**src/rtl/neuron_layer_sequencer.sv**
```systemverilog
// Sequences a 16-lane multiply datapath over one fully connected layer, accumulating per-neuron partial sums.
// Latency: start -> first out_valid in N_CHUNKS+RD_LAT+MULT_LAT+1 cycles; each later neuron the same after its predecessor's handshake.
// Backpressure: out_valid/out_* hold until out_ready; no reads are issued while a result is waiting.
//
// Ports:
//   clk, rst            clock, synchronous active-high reset
//   start/busy/done     layer control: start accepted in IDLE, busy until done, done is a 1-cycle pulse
//   rd_en/in_addr/w_addr  chunk read strobe and addresses to the input and weight memories
//   psum                signed 8-bit partial sum returned by the multiplier datapath
//   out_valid/out_ready valid/ready handshake for one neuron result
//   out_idx/out_value/out_bit  neuron index, saturated signed sum, binarized activation
module neuron_layer_sequencer #(
    parameter int N_CHUNKS  = 4,
    parameter int N_NEURONS = 10,
    parameter int ACC_W     = 12,
    parameter int RD_LAT    = 1,
    parameter int MULT_LAT  = 1,
    localparam int IA_W = (N_CHUNKS > 1) ? $clog2(N_CHUNKS) : 1,
    localparam int WA_W = (N_NEURONS * N_CHUNKS > 1) ? $clog2(N_NEURONS * N_CHUNKS) : 1,
    localparam int IX_W = (N_NEURONS > 1) ? $clog2(N_NEURONS) : 1
) (
    input  logic             clk,
    input  logic             rst,
    input  logic             start,
    output logic             busy,
    output logic             done,
    output logic             rd_en,
    output logic [IA_W-1:0]  in_addr,
    output logic [WA_W-1:0]  w_addr,
    input  logic [7:0]       psum,
    output logic             out_valid,
    input  logic             out_ready,
    output logic [IX_W-1:0]  out_idx,
    output logic [ACC_W-1:0] out_value,
    output logic             out_bit
);

    localparam int LAT = RD_LAT + MULT_LAT;
    localparam logic [IA_W-1:0]  LAST_CHUNK  = IA_W'(N_CHUNKS - 1);
    localparam logic [IX_W-1:0]  LAST_NEURON = IX_W'(N_NEURONS - 1);
    localparam logic [ACC_W-1:0] ACC_MAX     = {1'b0, {(ACC_W-1){1'b1}}};
    localparam logic [ACC_W-1:0] ACC_MIN     = {1'b1, {(ACC_W-1){1'b0}}};

    typedef enum logic [1:0] {
        S_IDLE,
        S_ISSUE,
        S_DRAIN,
        S_OUT
    } state_t;

    state_t           state_q, state_d;
    logic             busy_q, busy_d;
    logic             done_q, done_d;
    logic [IA_W-1:0]  in_addr_q, in_addr_d;     // doubles as the chunk counter
    logic [WA_W-1:0]  w_addr_q, w_addr_d;       // runs neuron*N_CHUNKS+chunk incrementally
    logic [IX_W-1:0]  neuron_q, neuron_d;
    logic [ACC_W-1:0] acc_q, acc_d;
    logic [LAT-1:0]   tag_vld_q, tag_vld_d;
    logic [LAT-1:0]   tag_last_q, tag_last_d;
    logic             out_valid_q, out_valid_d;
    logic [IX_W-1:0]  out_idx_q, out_idx_d;
    logic [ACC_W-1:0] out_value_q, out_value_d;
    logic             out_bit_q, out_bit_d;

    logic             issue;
    logic             retire;
    logic             retire_last;
    logic [ACC_W:0]   sum_ext;
    logic [ACC_W-1:0] acc_sat;

    assign issue       = (state_q == S_ISSUE);
    assign retire      = tag_vld_q[LAT-1];
    assign retire_last = retire & tag_last_q[LAT-1];

    // One guard bit is enough to detect overflow of a single 8-bit addend.
    always_comb begin
        sum_ext = {acc_q[ACC_W-1], acc_q} + {{(ACC_W-7){psum[7]}}, psum};
        if (sum_ext[ACC_W] != sum_ext[ACC_W-1]) begin
            acc_sat = sum_ext[ACC_W] ? ACC_MIN : ACC_MAX;
        end else begin
            acc_sat = sum_ext[ACC_W-1:0];
        end
    end

    always_comb begin
        state_d     = state_q;
        busy_d      = busy_q;
        done_d      = 1'b0;
        in_addr_d   = in_addr_q;
        w_addr_d    = w_addr_q;
        neuron_d    = neuron_q;
        acc_d       = acc_q;
        out_valid_d = out_valid_q;
        out_idx_d   = out_idx_q;
        out_value_d = out_value_q;
        out_bit_d   = out_bit_q;

        // Tag pipeline mirrors the memory + multiplier latency so psum is only
        // consumed in the cycle that belongs to an issued chunk.
        tag_vld_d[0]  = issue;
        tag_last_d[0] = issue && (in_addr_q == LAST_CHUNK);
        for (int i = 1; i < LAT; i++) begin
            tag_vld_d[i]  = tag_vld_q[i-1];
            tag_last_d[i] = tag_last_q[i-1];
        end

        if (retire) begin
            acc_d = acc_sat;
        end

        case (state_q)
            S_IDLE: begin
                // done_q blocks a start landing in the cycle the layer completes.
                if (start && !done_q) begin
                    state_d   = S_ISSUE;
                    busy_d    = 1'b1;
                    neuron_d  = '0;
                    in_addr_d = '0;
                    w_addr_d  = '0;
                    acc_d     = '0;
                end
            end
            S_ISSUE: begin
                if (in_addr_q == LAST_CHUNK) begin
                    state_d = S_DRAIN;
                end else begin
                    in_addr_d = in_addr_q + IA_W'(1);
                    w_addr_d  = w_addr_q + WA_W'(1);
                end
            end
            S_DRAIN: begin
                if (retire_last) begin
                    state_d     = S_OUT;
                    out_valid_d = 1'b1;
                    out_idx_d   = neuron_q;
                    out_value_d = acc_sat;
                    out_bit_d   = ~acc_sat[ACC_W-1];
                end
            end
            S_OUT: begin
                if (out_ready) begin
                    out_valid_d = 1'b0;
                    acc_d       = '0;
                    if (neuron_q != LAST_NEURON) begin
                        state_d   = S_ISSUE;
                        neuron_d  = neuron_q + IX_W'(1);
                        in_addr_d = '0;
                        w_addr_d  = w_addr_q + WA_W'(1);
                    end else begin
                        state_d = S_IDLE;
                        busy_d  = 1'b0;
                        done_d  = 1'b1;
                    end
                end
            end
            default: state_d = S_IDLE;
        endcase
    end

    always_ff @(posedge clk) begin
        if (rst) begin
            state_q     <= S_IDLE;
            busy_q      <= 1'b0;
            done_q      <= 1'b0;
            in_addr_q   <= '0;
            w_addr_q    <= '0;
            neuron_q    <= '0;
            acc_q       <= '0;
            tag_vld_q   <= '0;
            tag_last_q  <= '0;
            out_valid_q <= 1'b0;
            out_idx_q   <= '0;
            out_value_q <= '0;
            out_bit_q   <= 1'b0;
        end else begin
            state_q     <= state_d;
            busy_q      <= busy_d;
            done_q      <= done_d;
            in_addr_q   <= in_addr_d;
            w_addr_q    <= w_addr_d;
            neuron_q    <= neuron_d;
            acc_q       <= acc_d;
            tag_vld_q   <= tag_vld_d;
            tag_last_q  <= tag_last_d;
            out_valid_q <= out_valid_d;
            out_idx_q   <= out_idx_d;
            out_value_q <= out_value_d;
            out_bit_q   <= out_bit_d;
        end
    end

    assign busy      = busy_q;
    assign done      = done_q;
    assign rd_en     = issue;
    assign in_addr   = in_addr_q;
    assign w_addr    = w_addr_q;
    assign out_valid = out_valid_q;
    assign out_idx   = out_idx_q;
    assign out_value = out_value_q;
    assign out_bit   = out_bit_q;

endmodule

```
**config.mk**
```make
export PLATFORM = sky130hd
export DESIGN_NAME = neuron_layer_sequencer
export DESIGN_NICKNAME = d
export VERILOG_FILES = /design/src/rtl/neuron_layer_sequencer.sv
export SDC_FILE = /design/constraint.sdc
export NUM_CORES = 1
export LEC_CHECK = 0
export ABC_AREA = 1
export CORE_MARGIN = 3
export CORE_UTILIZATION = 42
export DETAILED_ROUTE_END_ITERATION = 8
export SLEW_MARGIN = 25
export SYNTH_ARGS = -nofsm -noshare
export SYNTH_HDL_FRONTEND = slang
export SYNTH_SLANG_ARGS = --single-unit
export TNS_END_PERCENT = 30
```
**constraint.sdc**
```tcl
create_clock -name clk -period 3.66 [get_ports clk]
set_input_delay 1.098 -clock clk [delete_from_list [all_inputs] [get_ports clk]]
set_output_delay 1.098 -clock clk [all_outputs]
set_load 0.01 [all_outputs]
```
==> results.py <==
metrics = {
    "global_route": {
        "grt_pass1_wl_um": 11800,
        "overflow": 0,
        "grt_max_degree": 24,
        "first_global_vias": 2568,
        "antenna_found_initial": 0,
        "grt_usage_pct": 17.3,
    },
    "place": {
        "hpwl_um": 5530,
        "place_congestion": 0.866,
        "portBuffers": 40,
        "place_inst": 589,
    },
    "cells_and_area": {
        "num-fill-cells": 689,
        "drive_gt1_share_pct": 13.0,
        "fin_util_pct": 54.7,
        "layout.cells.non_filler": 597,
        "area_delta_synth_final_pct": 24.9,
        "layout.nets": 535,
        "antenna_cells": 0,
    },
    "routing": {
        "totalWireLength_um": 7030,
        "vias_per_cell": 4.76,
        "ant_nets": 0,
        "firstDrtPassIters": 4,
        "wire_per_inst_um": 11.8,
        "drt_iter0_drc": 180,
        "dr_total_vias": 2840,
        "drc": 0,
    },
    "logic_synthesis": {
        "synth_edf_count": 0,
        "synth-main-ff-cell": "dfxtp_1",
        "synth_fp_nets": 477,
        "ys.warnings.count": 0,
        "synth_seq_cells": 50,
        "avgSynthCellArea_um2": 6.85,
        "synthArstFlopShare_pct": 0,
        "post_synth_num_cell_types": 36,
        "netlist_area_um2": 3030,
        "netlist_instances": 442,
        "ys_seq_area_share_pct": 33.1,
    },
    "worst_setup_path": {
        "critical_path_class": "in -> reg",
        "r2r_slack_ps": 1140,
        "startpoint_type": "primary input",
        "ff2ff_path_depth": 13,
        "worstPathMaxFanout": 8,
        "cp-startpoint": "psum[0]",
        "rr_endpoint": "acc_q[7]",
        "endpoint": "acc_q[7]",
        "r2r-start": "acc_q[6]",
        "crit_arrival_ps": 3590,
        "endpoint_kind": "register",
        "cp.required_ps": 3860,
    },
    "cts": {
        "cts_tree": "yes",
        "clkLatencyLatePin_ps": 290,
        "cts_buffer_depth": 2,
        "cts_num_sinks": 50,
        "cts-root-buf": "clkbuf_8",
        "cts_hold_buf": 0,
        "cts_buffers": 5,
        "htree_levels": 2,
        "clkSlewWorstSetupHoldPaths_ps": 80,
    },
    "status": {
        "status": "finished clean",
    },
    "power": {
        "ir_drop_v": 0.000313,
        "seq_power_share_pct": 39.4,
        "internal_power_mw": 1.02,
        "p_leak_nw": 1.82,
        "finalPower_mw": 1.59,
        "pwr-share-clk_pct": 23.7,
        "p_switching_mw": 0.563,
        "switching_share_pct": 35.5,
        "power_density_nw_per_um2": 420,
        "combPwrFrac_pct": 36.9,
    },
    "sta": {
        "hold_slack_ps": 404,
        "final_hold_viol_count": 0,
        "rsz0062_at_grt": "no",
        "finalCriticalPeriod_ps": 3400,
        "finClkSkew_ps": 4.74,
        "setup_viol_count_final": 0,
        "max_freq_ghz": 0.294,
        "period_share_pct": 92.8,
        "drv_slew": 0,
        "setup_tns_ps": 0,
        "relSlewSlack_pct": 48.2,
        "worst_slew_pin_slew_ps": 776,
    },
    "floorplan": {
        "core_um2": 6910,
        "die_x_um": 90.9,
        "die-area_um2": 8260,
        "die_h_um": 90.9,
        "fp-row-count": 30,
        "start_util_pct": 43.8,
        "io_pins": 41,
    },
    "job": {
        "cap_violations": 0,
    },
    "hold_path": {
        "min_path_type": "reg -> reg",
    },
}
## cell type report
type / count / area, um2 / area share (%)
Multi-Input combinational cell: 303 / 1690 / 44.7
Sequential cell: 50 / 1000 / 26.5
Timing Repair Buffer: 63 / 576 / 15.2
Clock buffer: 7 / 76.3 / 2.02
Tap cell: 96 / 120 / 3.18
Inverter: 77 / 289 / 7.65
Clock inverter: 1 / 30.0 / 0.794
## cells in the mapped netlist, types with 3 or more instances
cell type	count	area [um2]
o21ai_0	6	30.0
nor2_1	52	195
o21a_1	11	82.6
nor3_1	7	35.0
inv_1	65	244
nand3_2	4	40.0
o21ai_1	10	50.1
nand2_2	6	37.5
inv_2	12	45.0
nand4_1	4	25.0
nand3_1	42	210
clkbuf_1	3	11.3
nand2_1	91	342
buf_2	5	25.0
ha_1	22	275
nand3b_1	3	22.5
a21oi_1	25	125
or2_2	4	25.0
dfxtp_1	50	1000
## per-layer routing
layer,GRT usage (%),up-vias,part of all wire [%]
met3,3.17,13,2.8
li1,-,1515,-
met4,5.15,0,2.1
met2,27.3,56,45
met5,0,-,0
met1,23.9,1256,50
## registers in the layout, indices dropped and copies added, names as in the netlist
register	cells
w_addr	6
out_idx	4
tag_vld_q	2
neuron_q	4
out_bit	1
out_value	12
state_q	2
acc_q	12
done	1
in_addr	2
tag_last_q	2
busy	1
out_valid	1
## per-stage QoR
step                      area [um2]  worst slack (ps)
after floorplan                 3030               592
after global placement          3650             -72.2
after detailed placement        3650              -145
after CTS                       3750               146
after global routing            3780              56.0
final                           3780               264
## kinds of logic (layout without fill, tap and decap cells)
group | count (synthesis) | count (layout) | share of synthesized area (%)
AND/OR/NAND/NOR | 222 | 222 | 33.7
buffers and inverters | 89 | 148 | 12.0
AO/OA/AOI/OAI | 57 | 57 | 11.2
flip-flops | 50 | 50 | 33.1
adder cells (fa/ha/maj) | 23 | 23 | 9.76
XOR/XNOR | 1 | 1 | 0.289
## worst max-delay path, cell delays in order
cell and delay [ps]:
clkdlybuf4s50_1 470, ha_1 170, inv_1 60, fa_1 370, inv_1 80, nand3_1 80, nand3_2 80, nand2_2 70
nand4_2 90, nand2_1 90, ha_1 390, inv_1 170, nand3_1 140, nand3_1 90, nand2_1 110, inv_1 40
## power groups by stage
stage          Clock [mW]  Combinational, mW  Sequential [mW]
3_3_place_gp            0              0.584            0.638
2_1_floorplan           0              0.410            0.634
6_report            0.376              0.586            0.626
5_1_grt             0.409              0.666            0.634
4_1_cts             0.389              0.585            0.626
3_5_place_dp            0              0.581            0.638
## timing repair
action	in CTS	in global routing
setup buffers	0	0
setup endpoints to repair	0	20
resized for setup	0	3
## how the worst min path moves through the flow
stage	start	end	slack, ps	cells past startpoint
floorplan	tag_last_q[0]	tag_last_q[1]	390	2
detailed placement	tag_vld_q[0]	tag_vld_q[1]	390	2
CTS	tag_vld_q[0]	tag_vld_q[1]	400	2
global route	tag_last_q[0]	tag_last_q[1]	420	2
finish	tag_vld_q[0]	tag_vld_q[1]	400	2
global placement	tag_vld_q[0]	tag_vld_q[1]	390	2
## placed cells by master (no fill, tap or decap), drive strengths merged, types with 3 or more instances in the layout
cell type and count:
clkdlybuf4s50 39, nand3b 3, o21a 11, or2 6, buf 23, o21ai 17, nand3 47, clkbuf 7
nand2 97, a21oi 26, nor2 55, inv 77, ha 22, dfxtp 50, nor3 8, nand4 5
(Power assumes the default switching activity.)
